===== src/rtl/if_fetch_buf.sv =====
// Instruction fetch buffer: issues fetch requests to instruction memory and queues
// the returned words in a small FIFO that feeds the ID stage registers.
module if_fetch_buf #(
    parameter int DEPTH = 4
) (
    input  logic        clk,
    input  logic        rst,
    input  logic [31:0] pc_i,
    input  logic        ce_i,
    input  logic [5:0]  stall_i,
    input  logic        flush_i,
    output logic        mem_req_o,
    output logic [31:0] mem_addr_o,
    input  logic        mem_ack_i,
    input  logic [31:0] mem_data_i,
    output logic        fetch_stall_o,
    output logic [31:0] id_pc_o,
    output logic [31:0] id_inst_o,
    output logic        id_valid_o
);

    localparam int AW = $clog2(DEPTH);
    localparam int CW = AW + 1;
    localparam logic [CW-1:0] DEPTH_C = CW'(DEPTH);
    localparam logic [CW-1:0] LAST_C  = CW'(DEPTH - 1);

    localparam logic [1:0] IDLE  = 2'd0;
    localparam logic [1:0] WAIT  = 2'd1;
    localparam logic [1:0] DRAIN = 2'd2;

    logic [1:0]    state_q, state_d;
    logic [CW-1:0] count_q, count_d;
    logic [AW-1:0] rd_ptr_q, rd_ptr_d, wr_ptr_q, wr_ptr_d;
    logic          mem_req_q, mem_req_d;
    logic [31:0]   mem_addr_q, mem_addr_d;
    logic [31:0]   id_pc_q, id_pc_d, id_inst_q, id_inst_d;
    logic          id_valid_q, id_valid_d;
    logic [31:0]   fifo_pc_q   [DEPTH];
    logic [31:0]   fifo_inst_q [DEPTH];

    logic issue, push, pop;
    logic unused_stall;

    assign unused_stall = ^{stall_i[5:2], stall_i[0]};

    // A back-to-back issue in WAIT needs room for both the word arriving now and the new one.
    always_comb begin
        issue = 1'b0;
        if (ce_i && !flush_i) begin
            if (state_q == IDLE) begin
                issue = (count_q < DEPTH_C);
            end else if (state_q == WAIT) begin
                issue = mem_ack_i && (count_q < LAST_C);
            end
        end
    end

    assign push = (state_q == WAIT) && mem_ack_i && !flush_i;
    assign pop  = !flush_i && !stall_i[1] && (count_q != '0);

    always_comb begin
        state_d    = state_q;
        mem_req_d  = mem_req_q;
        mem_addr_d = mem_addr_q;
        count_d    = count_q;
        rd_ptr_d   = rd_ptr_q;
        wr_ptr_d   = wr_ptr_q;
        id_pc_d    = id_pc_q;
        id_inst_d  = id_inst_q;
        id_valid_d = id_valid_q;

        case (state_q)
            WAIT: begin
                if (mem_ack_i) begin
                    state_d   = IDLE;
                    mem_req_d = 1'b0;
                end else if (flush_i) begin
                    state_d = DRAIN;
                end
            end
            DRAIN: begin
                if (mem_ack_i) begin
                    state_d   = IDLE;
                    mem_req_d = 1'b0;
                end
            end
            default: ;
        endcase

        if (issue) begin
            state_d    = WAIT;
            mem_req_d  = 1'b1;
            mem_addr_d = pc_i;
        end

        if (flush_i) begin
            count_d    = '0;
            rd_ptr_d   = '0;
            wr_ptr_d   = '0;
            id_pc_d    = '0;
            id_inst_d  = '0;
            id_valid_d = 1'b0;
        end else begin
            if (pop) begin
                id_pc_d    = fifo_pc_q[rd_ptr_q];
                id_inst_d  = fifo_inst_q[rd_ptr_q];
                id_valid_d = 1'b1;
                rd_ptr_d   = rd_ptr_q + AW'(1);
            end else if (!stall_i[1]) begin
                id_pc_d    = '0;
                id_inst_d  = '0;
                id_valid_d = 1'b0;
            end
            if (push) begin
                wr_ptr_d = wr_ptr_q + AW'(1);
            end
            count_d = count_q + CW'(push) - CW'(pop);
        end
    end

    // NOTE: sequential state uses non-blocking assignments so every register samples pre-edge values.
    always_ff @(posedge clk) begin
        if (rst) begin
            state_q    <= IDLE;
            count_q    <= '0;
            rd_ptr_q   <= '0;
            wr_ptr_q   <= '0;
            mem_req_q  <= 1'b0;
            mem_addr_q <= '0;
            id_pc_q    <= '0;
            id_inst_q  <= '0;
            id_valid_q <= 1'b0;
        end else begin
            state_q    <= state_d;
            count_q    <= count_d;
            rd_ptr_q   <= rd_ptr_d;
            wr_ptr_q   <= wr_ptr_d;
            mem_req_q  <= mem_req_d;
            mem_addr_q <= mem_addr_d;
            id_pc_q    <= id_pc_d;
            id_inst_q  <= id_inst_d;
            id_valid_q <= id_valid_d;
        end
    end

    // NOTE: FIFO storage is not reset; count and pointers alone decide what is valid.
    always_ff @(posedge clk) begin
        if (push) begin
            fifo_pc_q[wr_ptr_q]   <= mem_addr_q;
            fifo_inst_q[wr_ptr_q] <= mem_data_i;
        end
    end

    assign fetch_stall_o = ce_i && !issue;
    assign mem_req_o     = mem_req_q;
    assign mem_addr_o    = mem_addr_q;
    assign id_pc_o       = id_pc_q;
    assign id_inst_o     = id_inst_q;
    assign id_valid_o    = id_valid_q;

endmodule


===== config.mk =====
export PLATFORM = sky130hd
export DESIGN_NAME = if_fetch_buf
export DESIGN_NICKNAME = d
export VERILOG_FILES = /design/src/rtl/if_fetch_buf.sv
export SDC_FILE = /design/constraint.sdc
export NUM_CORES = 1
export LEC_CHECK = 0
export ABC_AREA = 1
export CAP_MARGIN = 10
export CORE_MARGIN = 2
export CORE_UTILIZATION = 45
export CTS_CLUSTER_SIZE = 20
export DETAILED_ROUTE_END_ITERATION = 10
export PLACE_DENSITY = 0.7
export SETUP_SLACK_MARGIN = 0.05
export SYNTH_ARGS = -nofsm -noshare
export SYNTH_HDL_FRONTEND = slang
export SYNTH_SLANG_ARGS = --single-unit

===== constraint.sdc =====
create_clock -name clk -period 4.5 [get_ports clk]
set_input_delay 1.125 -clock clk [delete_from_list [all_inputs] [get_ports clk]]
set_output_delay 1.125 -clock clk [all_outputs]
set_load 0.02 [all_outputs]

## Word level (Yosys, flattened, before mapping)

Memory sizes are Yosys's and may differ from the RTL's. A register that Yosys moved wholly into a read port is not among the register bits.
Index checks and enable logic that the tools add are counted.

- Bits in registers: 107
- Memory bits (read-only): 0
- Bits in writable memories: 256
- Output and inout port bits: 99
- Bits in latches: 0
- Memories: 2
- Logic and storage cells: 69

- Order comparisons: 2
- Mux-type cells: 22
- Shifts and indexed selects: 0
- Reductions and logical operators: 22
- $add $sub $neg: 4
- $mul: 0
- Bitwise logic cells: 0
- Div/mod/pow operators: 0
- Eq/ne operators: 7

Memories:

| memory | words | bits a word | rd ports | clocked after Yosys merged registers in | wr ports | line | text |
|---|---|---|---|---|---|---|---|
| fifo_inst_q | 4 | 32 | 1 | 1 | 1 | 39 | `logic [31:0] fifo_inst_q [DEPTH];` |
| fifo_pc_q | 4 | 32 | 1 | 1 | 1 | 38 | `logic [31:0] fifo_pc_q [DEPTH];` |

Operator list:

| cell | number |
|---|---|
| $mux 32 | 3 |
| $mux 2 | 7 |
| $mux 1 | 11 |
| $logic_and 1x1->1 | 7 |
| $ne 3x3->1 const B | 2 |
| $reduce_and 3->1 | 2 |
| $reduce_bool 2->1 | 3 |
| $reduce_bool 3->1 | 2 |
| $reduce_or 2->1 | 3 |
| $add 2x1->2 const B | 2 |
| $ne 4x4->1 const B | 1 |
| $pmux 2 s2 | 1 |
| $add 3x1->3 | 1 |
| $logic_not 1->1 | 3 |
| $lt 3x2->1 const B | 1 |
| $lt 3x3->1 const B | 1 |
| $sub 3x1->3 | 1 |
| $eq 2x1->1 const B | 1 |
| $eq 2x2->1 const B | 1 |
| $logic_not 2->1 | 1 |
| $ne 2x1->1 const B | 1 |
| $ne 2x2->1 const B | 1 |
| $reduce_and 2->1 | 1 |

## Longest topological paths before layout

- Depth in word-level cells: 7
- Mapped depth: 12
- Gate-level depth less buffers: 12

## Worst setup path after synthesis

Ideal clock, no wire load.

- Path kind: input to register
- From: in mem_ack_i
- To: mem fifo_inst_q[0][0] (enable)
- Arrival: 4.083 ns
- Buffers on the path: 0
- Setup slack: -0.070 ns
- Cell stages on the path: 4
- Setup time: 0.487 ns
- Cell sequence: nand2_1 -> inv_1 -> nand2_1 -> nor2_1

- Cells in the longest elaborated chain, start to end: 4

Ends and longest elaborated chain:

| item | line | text |
|---|---|---|
| start, declared | 14 | `input logic mem_ack_i,` |
| $logic_and 1x1->1 (2 in series) | 58 | `assign push = (state_q == WAIT) && mem_ack_i && !flush_i;` |
| $mux 1 | 148 | `if (push) begin` |
| $mux 1 (not written as such) | 150 | `fifo_inst_q[wr_ptr_q] <= mem_data_i;` |
| end, declared | 39 |  |

Every way passes these cells.

## Worst setup path in the final report

- From: in mem_ack_i
- To: out fetch_stall_o

- Cells in the longest elaborated chain, start to end: 6

Ends and longest elaborated chain:

| item | line | text |
|---|---|---|
| $logic_and 1x1->1 | 53 | `issue = mem_ack_i && (count_q < LAST_C);` |
| $mux 1 | 52 | `end else if (state_q == WAIT) begin` |
| $mux 1 | 50 | `if (state_q == IDLE) begin` |
| $mux 1 | 49 | `if (ce_i && !flush_i) begin` |
| $logic_not 1->1 | 154 | `assign fetch_stall_o = ce_i && !issue;` |
| $logic_and 1x1->1 | 154 |  |
| end, declared | 16 | `output logic fetch_stall_o,` |

Every way passes these cells.

==> impl_metrics.tcl <==
set metrics [dict create \
    hold_class "reg2reg" \
    finalCritPeriodShare 0.861 \
    dieHeight_um 186 \
    rsz0062_at_grt "false" \
    syn_avg_cell_area_um2 9.67 \
    rows 66 \
    gp_congestion 0.726 \
    routed_via_density 4.78 \
    power.leakage_uw 0.00754 \
    detailedRoute.firstPassIterationCount 4 \
    fin_nets 1780 \
    fillers 2723 \
    num_io_pins 174 \
    area_delta_synth_final_pct 22.6 \
    syn_inst 1546 \
    dpl.hpwl_um 18100 \
    endpoint_kind "output port" \
    setup_viol 0 \
    synth-seq-cells 365 \
    grt_pass1_wl_um 52200 \
    total_power_uw 7310 \
    cpMostUsedCell "nand2_1" \
    layout-drive-gt1-share 0.0528 \
    core_um2 32600 \
    finClkSkew_ns 0.0171 \
    initialDrtViolationCount 601 \
    utilization 0.562 \
    cp.arrival_ns 2.75 \
    cts_sinks 365 \
    status "finished clean" \
    clk_pin_slew_worst_paths_ns 0.05 \
    required_ns 3.38 \
    start_util 0.459 \
    yosysWarningCount 0 \
    vias 10356 \
    slowest_stage "clkdlybuf4s50_1" \
    antenna_found_initial 1 \
    maxSlewHeadroom 0.282 \
    worstMarginPinSlew_ns 1.08 \
    ant_nets 0 \
    tritoncts "yes" \
    crit_type "in2out" \
    numPortBuffers 168 \
    dieArea_um2 34700 \
    drc 0 \
    clockBufferDepth 3 \
    min_period_ns 3.87 \
    grt_max_degree 98 \
    synth_area_leaders "edfxtp_1, dfxtp_1, nand2_1" \
    synth-seq-area-share 0.660 \
    yosysTopAreaCellShare 0.514 \
    synth_commonest_cells "nand2_1, inv_1, edfxtp_1" \
    final_hold_viol_count 0 \
    yosysUniqueCellTypes 23 \
    synth_area_leader_cell "edfxtp_1" \
    cts-root-buf "clkbuf_16" \
    synth_area_um2 15000 \
    cts_buffers 39 \
    p_per_area_nw_per_um2 399 \
    fmax_mhz 258 \
    stdcell_count 2167 \
    die_w_um 186 \
    syn_nets 1632 \
    routedWlPerCell_um 15.0 \
    drv_slew 0 \
    postCtsSetupRepairBufs 0 \
    path_cells "clkdlybuf4s50_1, nand2_1, inv_1, nand2_1, nand2_2, nand2_1, inv_1, nor2_1, clkdlybuf4s50_1" \
    synth_top_flop_cell "edfxtp_1" \
    synth_edf_count 256 \
    maxCapViolCount 0 \
    insertion_delay_ns 0.52 \
    peakVddDrop_mv 0.328 \
    synth.most_common_cell "nand2_1" \
    grt_usage 0.186 \
    path_max_fanout 3 \
    grt_overflow 0 \
    holdBufCountCts 0 \
    wl_um 32500 \
    placed_cells 2095 \
    critPathLaunchType "input port" \
    htreeDepth 2 \
    holdWs_ns 0.452 \
    ys_async_sr_fraction 0 \
    max_stage_delay_ns 0.61 \
    cts_resized 0 \
    grt_pass1_vias 10207 \
    tns_ns 0 \
]
==> worst max-delay path, delay by kind of cell <==
family | cells | cell delay [ns]
AND/OR/NAND/NOR | 5 | 0.44
buffers and inverters | 4 | 1.19
==> power breakdown <==
group | total (µW) | leakage [µW] | internal (µW) | switching [µW]
registers | 3680 | 0.00321 | 3640 | 44.2
clock network | 3310 | 0.000653 | 2050 | 1260
logic | 317 | 0.00368 | 142 | 175
==> flip-flops by register name, summed over array words and instances, names as in the netlist, named ones only <==
register / flops
rd_ptr_q: 2
fifo_inst_q: 128
id_pc_o: 32
mem_req_o: 1
id_inst_o: 32
fifo_pc_q: 128
wr_ptr_q: 2
mem_addr_o: 32
count_q: 3
state_q: 2
id_valid_o: 1
==> layer usage <==
metal | up-vias | global-route usage | share of wire
met4 | 0 | 0.0585 | 0.025
met2 | 263 | 0.335 | 0.50
met3 | 60 | 0.0335 | 0.050
met1 | 4869 | 0.228 | 0.43
li1 | 5164 | - | -
met5 | - | 0 | 0
==> path summary, 6_finish.rpt <==
path	from	to	slack [ns]	cells past startpoint
worst max-delay path	mem_ack_i	fetch_stall_o	0.63	9
worst min-delay path	id_inst_o[28]$_SDFFE_PP0P_	id_inst_o[28]$_SDFFE_PP0P_	0.45	2
worst max register to register	state_q[1]$_SDFFE_PP0P_	count_q[2]$_SDFF_PP0_	2.03	12
worst min register to register	id_inst_o[28]$_SDFFE_PP0P_	id_inst_o[28]$_SDFFE_PP0P_	0.45	2
==> cell type report <==
cell class,count,area [µm²],area share
Timing Repair Buffer,186,1810,0.0988
Clock inverter,16,253,0.0138
Antenna cell,1,2.50,0.000137
Sequential cell,365,9880,0.539
Clock buffer,55,1100,0.0599
Multi-Input combinational cell,823,3690,0.201
Inverter,279,1050,0.0573
Tap cell,442,553,0.0302
==> through the flow <==
step           area (µm²)  setup WS, ns
3_5_place_dp        17000         0.649
2_1_floorplan       15000       -0.0695
6_report            18300         0.627
5_1_grt             18300         0.555
4_1_cts             18300         0.647
3_3_place_gp        17000         0.642
==> kinds of logic after synthesis <==
kind of cell               count (synthesis)  synth area share
and+or+nand+nor                          703             0.196
DFF                                      365             0.660
buffers and inverters                    358            0.0972
AOI/OAI and AO/OA                        107            0.0364
adders and majority gates                 11           0.00970
xor gates and xnor gates                   2           0.00117
==> cell usage in the layout, fill, tap and decap left out, drive strengths merged, types with 6 or more instances in the layout <==
master	instances
nor2	43
clkbuf	55
buf	19
inv	279
dfxtp	109
nand3	130
nand3b	33
a21oi	104
nand2	496
bufinv	6
ha	10
clkdlybuf4s50	167
clkinv	8
edfxtp	256
(Power assumes the default switching activity.)
